===== config.mk =====
export PLATFORM = sky130hd
export DESIGN_NAME = mem_access_unit
export DESIGN_NICKNAME = d
export VERILOG_FILES = /design/src/rtl/mem_access_unit.sv
export SDC_FILE = /design/constraint.sdc
export NUM_CORES = 1
export LEC_CHECK = 0
export CORE_ASPECT_RATIO = 0.7
export CORE_MARGIN = 10
export CORE_UTILIZATION = 30
export CTS_CLUSTER_SIZE = 30
export DETAILED_ROUTE_END_ITERATION = 10
export GPL_ROUTABILITY_DRIVEN = 0
export SYNTH_ARGS = -nofsm -noshare
export SYNTH_HDL_FRONTEND = slang
export SYNTH_SLANG_ARGS = --single-unit

===== constraint.sdc =====
create_clock -name CLK -period 4.2 [get_ports CLK]
set_clock_uncertainty 0.15 [all_clocks]
set_input_delay 0.63 -clock CLK [delete_from_list [all_inputs] [get_ports CLK]]
set_output_delay 0.63 -clock CLK [all_outputs]
set_load 0.03 [all_outputs]

===== src/rtl/mem_access_unit.sv =====
// mem_access_unit
// Load/store sequencer sitting between the MEM-stage control and DataMemory.
// Accepts one word/halfword/byte load or store at a time and drives the
// word-wide, active-low MemRead/MemWrite interface of DataMemory. Sub-word
// stores are performed as read-modify-write. Sub-word loads are extracted
// (big-endian byte order) and sign- or zero-extended. Misaligned requests
// raise Misaligned and never touch memory.
//
// Ports:
//   CLK, RST          clock (rising edge) and asynchronous active-low reset
//   Start             request strobe, only sampled while idle
//   Op                000 LW, 001 LH, 010 LHU, 011 LB, 100 LBU, 101 SW, 110 SH, 111 SB
//   Addr              byte address of the request
//   StoreData         store source (SH uses [15:0], SB uses [7:0])
//   Busy              high whenever the sequencer is not idle
//   Done              one-cycle completion pulse
//   LoadData          extended load result, held until the next load completes
//   Misaligned        alignment fault, held until the next accepted request
//   MemAddr           word address to DataMemory
//   MemWData          write data to DataMemory
//   MemRead           active-low read enable to DataMemory
//   MemWrite          active-low write enable (memory writes on falling CLK)
//   MemDataIn         DataMemory read data, combinational from MemAddr

module mem_access_unit #(
    parameter int ADDR_W = 32,
    parameter int DATA_W = 32
) (
    input  logic              CLK,
    input  logic              RST,
    input  logic              Start,
    input  logic [2:0]        Op,
    input  logic [ADDR_W-1:0] Addr,
    input  logic [DATA_W-1:0] StoreData,
    output logic              Busy,
    output logic              Done,
    output logic [DATA_W-1:0] LoadData,
    output logic              Misaligned,
    output logic [ADDR_W-1:0] MemAddr,
    output logic [DATA_W-1:0] MemWData,
    output logic              MemRead,
    output logic              MemWrite,
    input  logic [DATA_W-1:0] MemDataIn
);

    localparam logic [2:0] OP_LW  = 3'b000;
    localparam logic [2:0] OP_LH  = 3'b001;
    localparam logic [2:0] OP_LHU = 3'b010;
    localparam logic [2:0] OP_LB  = 3'b011;
    localparam logic [2:0] OP_LBU = 3'b100;
    localparam logic [2:0] OP_SW  = 3'b101;
    localparam logic [2:0] OP_SH  = 3'b110;
    localparam logic [2:0] OP_SB  = 3'b111;

    typedef enum logic [1:0] {IDLE, READ, WRITE, DONE} state_t;

    state_t            state;
    state_t            next_state;
    logic [2:0]        opr;
    logic [ADDR_W-1:0] a;
    logic [DATA_W-1:0] sd;
    logic [DATA_W-1:0] merge_word;
    logic              accept;
    logic              req_misaligned;
    logic              opr_is_store;
    logic [7:0]        sel_byte;
    logic [15:0]       sel_half;
    logic [DATA_W-1:0] extracted;
    logic [DATA_W-1:0] merged;

    assign accept       = (state == IDLE) && Start;
    assign opr_is_store = (opr == OP_SW) || (opr == OP_SH) || (opr == OP_SB);

    // Alignment is judged on the incoming request so the fault can be
    // latched in the same edge that accepts it.
    always_comb begin
        req_misaligned = 1'b0;
        case (Op)
            OP_LW, OP_SW:         req_misaligned = (Addr[1:0] != 2'b00);
            OP_LH, OP_LHU, OP_SH: req_misaligned = Addr[0];
            default:              req_misaligned = 1'b0;
        endcase
    end

    always_ff @(posedge CLK or negedge RST) begin
        if (!RST) begin
            state <= IDLE;
        end else begin
            state <= next_state;
        end
    end

    always_comb begin
        next_state = state;
        case (state)
            IDLE: begin
                if (Start) begin
                    if (req_misaligned) begin
                        next_state = DONE;
                    end else if (Op == OP_SW) begin
                        next_state = WRITE;
                    end else begin
                        next_state = READ;
                    end
                end
            end
            READ:    next_state = opr_is_store ? WRITE : DONE;
            WRITE:   next_state = DONE;
            DONE:    next_state = IDLE;
            default: next_state = IDLE;
        endcase
    end

    // Memory strobes are registered from next_state so they come straight off
    // flops and cannot glitch; the async reset still releases them at once.
    always_ff @(posedge CLK or negedge RST) begin
        if (!RST) begin
            MemRead  <= 1'b1;
            MemWrite <= 1'b1;
        end else begin
            MemRead  <= (next_state != READ);
            MemWrite <= (next_state != WRITE);
        end
    end

    // Big-endian lane selection: offset 0 is the most significant byte.
    always_comb begin
        sel_byte = MemDataIn[7:0];
        case (a[1:0])
            2'b00:   sel_byte = MemDataIn[31:24];
            2'b01:   sel_byte = MemDataIn[23:16];
            2'b10:   sel_byte = MemDataIn[15:8];
            default: sel_byte = MemDataIn[7:0];
        endcase
        sel_half = a[1] ? MemDataIn[15:0] : MemDataIn[31:16];
    end

    always_comb begin
        extracted = MemDataIn;
        case (opr)
            OP_LH:   extracted = {{16{sel_half[15]}}, sel_half};
            OP_LHU:  extracted = {16'h0000, sel_half};
            OP_LB:   extracted = {{24{sel_byte[7]}}, sel_byte};
            OP_LBU:  extracted = {24'h000000, sel_byte};
            default: extracted = MemDataIn;
        endcase
    end

    // Read-modify-write: replace only the addressed lane with store data.
    always_comb begin
        merged = MemDataIn;
        if (opr == OP_SB) begin
            case (a[1:0])
                2'b00:   merged[31:24] = sd[7:0];
                2'b01:   merged[23:16] = sd[7:0];
                2'b10:   merged[15:8]  = sd[7:0];
                default: merged[7:0]   = sd[7:0];
            endcase
        end else if (opr == OP_SH) begin
            if (a[1]) begin
                merged[15:0] = sd[15:0];
            end else begin
                merged[31:16] = sd[15:0];
            end
        end
    end

    always_ff @(posedge CLK or negedge RST) begin
        if (!RST) begin
            opr        <= OP_LW;
            a          <= '0;
            sd         <= '0;
            merge_word <= '0;
            LoadData   <= '0;
            Misaligned <= 1'b0;
        end else begin
            if (accept) begin
                opr        <= Op;
                a          <= Addr;
                sd         <= StoreData;
                Misaligned <= req_misaligned;
            end
            if (state == READ) begin
                if (opr_is_store) begin
                    merge_word <= merged;
                end else begin
                    LoadData <= extracted;
                end
            end
        end
    end

    assign Busy     = (state != IDLE);
    assign Done     = (state == DONE);
    assign MemAddr  = {a[ADDR_W-1:2], 2'b00};
    assign MemWData = (opr == OP_SW) ? sd : merge_word;

endmodule


==> impl_metrics.py <==
metrics = {
    "timing": {
        "worstMarginPinSlew_ns": 1.03,
        "slew_viol_final": 0,
        "hold_violations": 0,
        "min_period_over_period_pct": 76.7,
        "layout_min_cycle_time_ns": 3.22,
        "finalSetupTns_ns": 0,
        "rsz0062_at_grt": "no",
        "setup_viol": 0,
        "fin_ws_ns": 0.977,
        "max_clock_freq_ghz": 0.310,
        "slew_headroom_pct": 31.3,
    },
    "power": {
        "p_per_area_nw_per_um2": 894,
        "p_int_w": 0.00517,
        "pwr-share-comb_pct": 53.9,
        "p_seq_share_pct": 27.6,
        "total_power_w": 0.00908,
        "p_sw_w": 0.00391,
        "p_leak_nw": 4.14,
        "switching_share_pct": 43.0,
        "ir_worst_vdd_mv": 0.449,
        "pwr-share-clk_pct": 18.5,
    },
    "clock_network": {
        "clkLatencyLatePin_ns": 0.43,
        "clock_sinks": 136,
        "clkTransAtPathRegs_ns": 0.06,
        "htreeDepth": 4,
        "post_cts_buffers": 0,
        "max-clock-path-buffers": 2,
        "cts_hold_buffers": 0,
        "cts_tree": "built",
        "clockRootBuffer": "clkbuf_16",
        "cts_resized": 0,
        "cts_inserted_buffers": 17,
    },
    "die": {
        "core_um2": 24700,
        "die_x_um": 209,
        "io_pins": 203,
        "start_util_pct": 30.5,
        "rows": 48,
        "die_h_um": 152,
        "die-area_um2": 31900,
    },
    "placed_design": {
        "placed_cells": 1153,
        "dp_slack_ns": 1.23,
        "io_buffers": 200,
        "hpwl_mm": 19.4,
    },
    "setup_path": {
        "critPathArrivalTime_ns": 2.44,
        "worst_path_most_repeated_cell": "buf_4",
        "critPathLaunchType": "flip-flop",
        "worst-path-buf-inv": 4,
        "worstPathCellList": "buf_4, inv_1, nand3_1, buf_4, mux2_2, buf_4",
        "worstPathRequired_ns": 3.42,
        "critPathKind": "reg -> out",
        "cpLargestDelayFamily": "buffers and inverters",
        "crit_slowest_cell": "buf_4",
        "crit_path_end_kind": "primary output",
        "worstPathMaxFanout": 32,
        "cp_slowest_stage_delay_ns": 0.40,
    },
    "final_layout": {
        "nets": 954,
        "fill_cells": 2359,
        "drive_gt1_share_pct": 24.4,
        "fin_cells": 1186,
        "area_delta_synth_final_pct": 35.1,
        "multi_input_area_um2": 3630,
        "seqCellArea_um2": 3410,
    },
    "synthesis": {
        "yosysUniqueCellTypes": 57,
        "ys_ff_latch": 136,
        "netlist.area_leader.share_pct": 44.6,
        "ys_seq_area_share_pct": 45.3,
        "synth.area.top_cells": "dfrtp_1 (45%), mux2_2 (18%), buf_4 (3.3%), mux2i_1 (2.7%), nand2_1 (2.5%)",
        "synth_edf_count": 0,
        "ys_warn_count": 0,
        "synth_top_cell_by_area": "dfrtp_1",
        "syn-mean-instance-area_um2": 10.8,
        "synth-async-reset-ratio_pct": 100,
        "synth_top_flop_cell": "dfrtp_1",
        "syn_area_um2": 7520,
        "synth_cells": 695,
    },
    "run": {
        "cap_violations": 0,
    },
    "detailed_routing": {
        "totalWireLength_mm": 26.4,
        "vias": 6108,
        "wl_per_cell_um": 22.3,
        "drc_errors": 0,
        "final_antenna_net_count": 0,
        "routed_via_density": 5.15,
        "dr.pass1.iters": 5,
        "dr.first_iter.drc_count": 421,
    },
    "global_route": {
        "antenna_found_initial": 2,
        "grt_overflow_total": 0,
        "grt_pass1_vias": 6278,
        "grt_pass1_wl_mm": 40.3,
        "grt_max_degree": 93,
        "grt_use_total_pct": 16.3,
    },
    "outcome": {
        "status": "finished clean",
    },
    "min_path": {
        "hp-class": "in -> async",
    },
}
## per-layer routing
layer  track usage (%)  vias up  share of wire (%)
met5                 0        -                  0
li1                  -     2839                  -
met3              6.33       13                9.1
met4              3.55        0               0.58
met2              22.7      228                 42
met1              23.1     3028                 48
## sequential cells by signal (all words and copies together), names as in the netlist
signal / flops
Misaligned: 1
merge_word: 32
MemRead: 1
sd: 32
state: 2
LoadData: 32
MemWrite: 1
opr: 3
a: 32
## cell usage after synthesis (7+ instances only)
cell,count
nand2_1,50
o21a_1,8
o22ai_1,7
inv_1,8
o22a_1,7
o21ai_0,29
nand3b_1,9
mux2i_1,20
nor2_1,39
buf_2,14
a22oi_1,7
buf_4,33
nor3_1,33
a221oi_1,8
nor2b_1,10
a2bb2oi_1,7
mux2_2,118
a21oi_1,10
o31ai_1,10
o211ai_1,7
dfrtp_1,134
a22o_1,16
a221o_1,16
o21bai_1,7
nand4_1,7
clkbuf_1,27
## logic make-up after synthesis
| logic type | count (synthesis) | share of synthesized area, % |
|---|---|---|
| and+or+nand+nor | 170 | 11.2 |
| AOI/OAI and AO/OA | 151 | 15.1 |
| muxes | 139 | 20.6 |
| DFF | 136 | 45.3 |
| buffers and inverters | 91 | 6.62 |
| adders and majority gates | 6 | 0.965 |
| other | 1 | 0.0499 |
| xor gates and xnor gates | 1 | 0.116 |
## path summary, 6_finish.rpt
path | slack [ns] | endpoint | startpoint | depth (start not counted)
max | 0.98 | MemWData[26] | opr[1]$_DFFE_PN0P_ | 6
min reg2reg | 0.33 | merge_word[31]$_DFFE_PN0P_ | merge_word[31]$_DFFE_PN0P_ | 2
min | 0.13 | sd[21]$_DFFE_PN0P_ | RST | 1
min in group CLK | 0.33 | merge_word[31]$_DFFE_PN0P_ | merge_word[31]$_DFFE_PN0P_ | 2
max in group asynchronous | 2.87 | a[8]$_DFFE_PN0P_ | RST | 2
max reg2reg | 1.46 | merge_word[1]$_DFFE_PN0P_ | opr[1]$_DFFE_PN0P_ | 6
## power groups by stage
stage	combinational (W)	sequential, W	clock (W)
3_5_place_dp	0.00493	0.00252	0
4_1_cts	0.00495	0.00251	0.00172
2_1_floorplan	0.00326	0.00257	0
6_report	0.00490	0.00250	0.00168
3_3_place_gp	0.00490	0.00250	0
5_1_grt	0.00527	0.00259	0.00179
## cell usage in the layout, fill, tap and decap left out, types with 3 or more instances in the layout
| cell | netlist | routed |
|---|---|---|
| a21oi_1 | 10 | 10 |
| bufinv_16 | 0 | 5 |
| mux2_2 | 118 | 118 |
| o22ai_1 | 7 | 7 |
| dfrtp_1 | 134 | 134 |
| mux2i_1 | 20 | 20 |
| inv_1 | 8 | 8 |
| nor2_1 | 39 | 39 |
| a2bb2oi_1 | 7 | 7 |
| o21a_1 | 8 | 8 |
| nand3b_1 | 9 | 9 |
| o21bai_1 | 7 | 7 |
| o22a_1 | 7 | 7 |
| nand3_1 | 6 | 5 |
| clkbuf_16 | 0 | 17 |
| o21ai_0 | 29 | 29 |
| nand2b_1 | 3 | 3 |
| a221oi_1 | 8 | 8 |
| clkdlybuf4s50_1 | 0 | 167 |
| buf_4 | 33 | 46 |
| clkinv_2 | 0 | 3 |
| a22o_1 | 16 | 16 |
| a221o_1 | 16 | 16 |
| nor2b_1 | 10 | 10 |
| o211ai_1 | 7 | 7 |
| a22oi_1 | 7 | 7 |
| nand4_1 | 7 | 7 |
| o31ai_1 | 10 | 10 |
| nand2_1 | 50 | 49 |
| nor3_1 | 33 | 33 |
| ha_1 | 5 | 5 |
## cell type report
class / count / area share [%]
diodes: 2 / 0.0492
flip-flops and latches: 136 / 33.5
multi-input cells: 469 / 35.8
inverters: 9 / 0.332
clock buffers: 19 / 4.46
well taps: 325 / 4.00
clock inverters: 12 / 1.94
repair buffers: 214 / 20.0
## per-stage QoR
step	area [µm²]	hold WS [ns]	utilization [%]
after global placement	9510	0.308	38.5
after floorplan	7530	0.184	-
final	10200	0.133	41.2
after CTS	10200	0.178	41.2
after global routing	10200	0.198	41.2
after detailed placement	9510	0.314	38.5
## worst register-to-register path: cells and delay by family (launching register included)
kind | cells | cell delay (ns)
DFF | 1 | 0.35
AOI/OAI and AO/OA | 1 | 0.08
buffers and inverters | 2 | 0.81
and+or+nand+nor | 3 | 1.20
(Power assumes the default switching activity.)
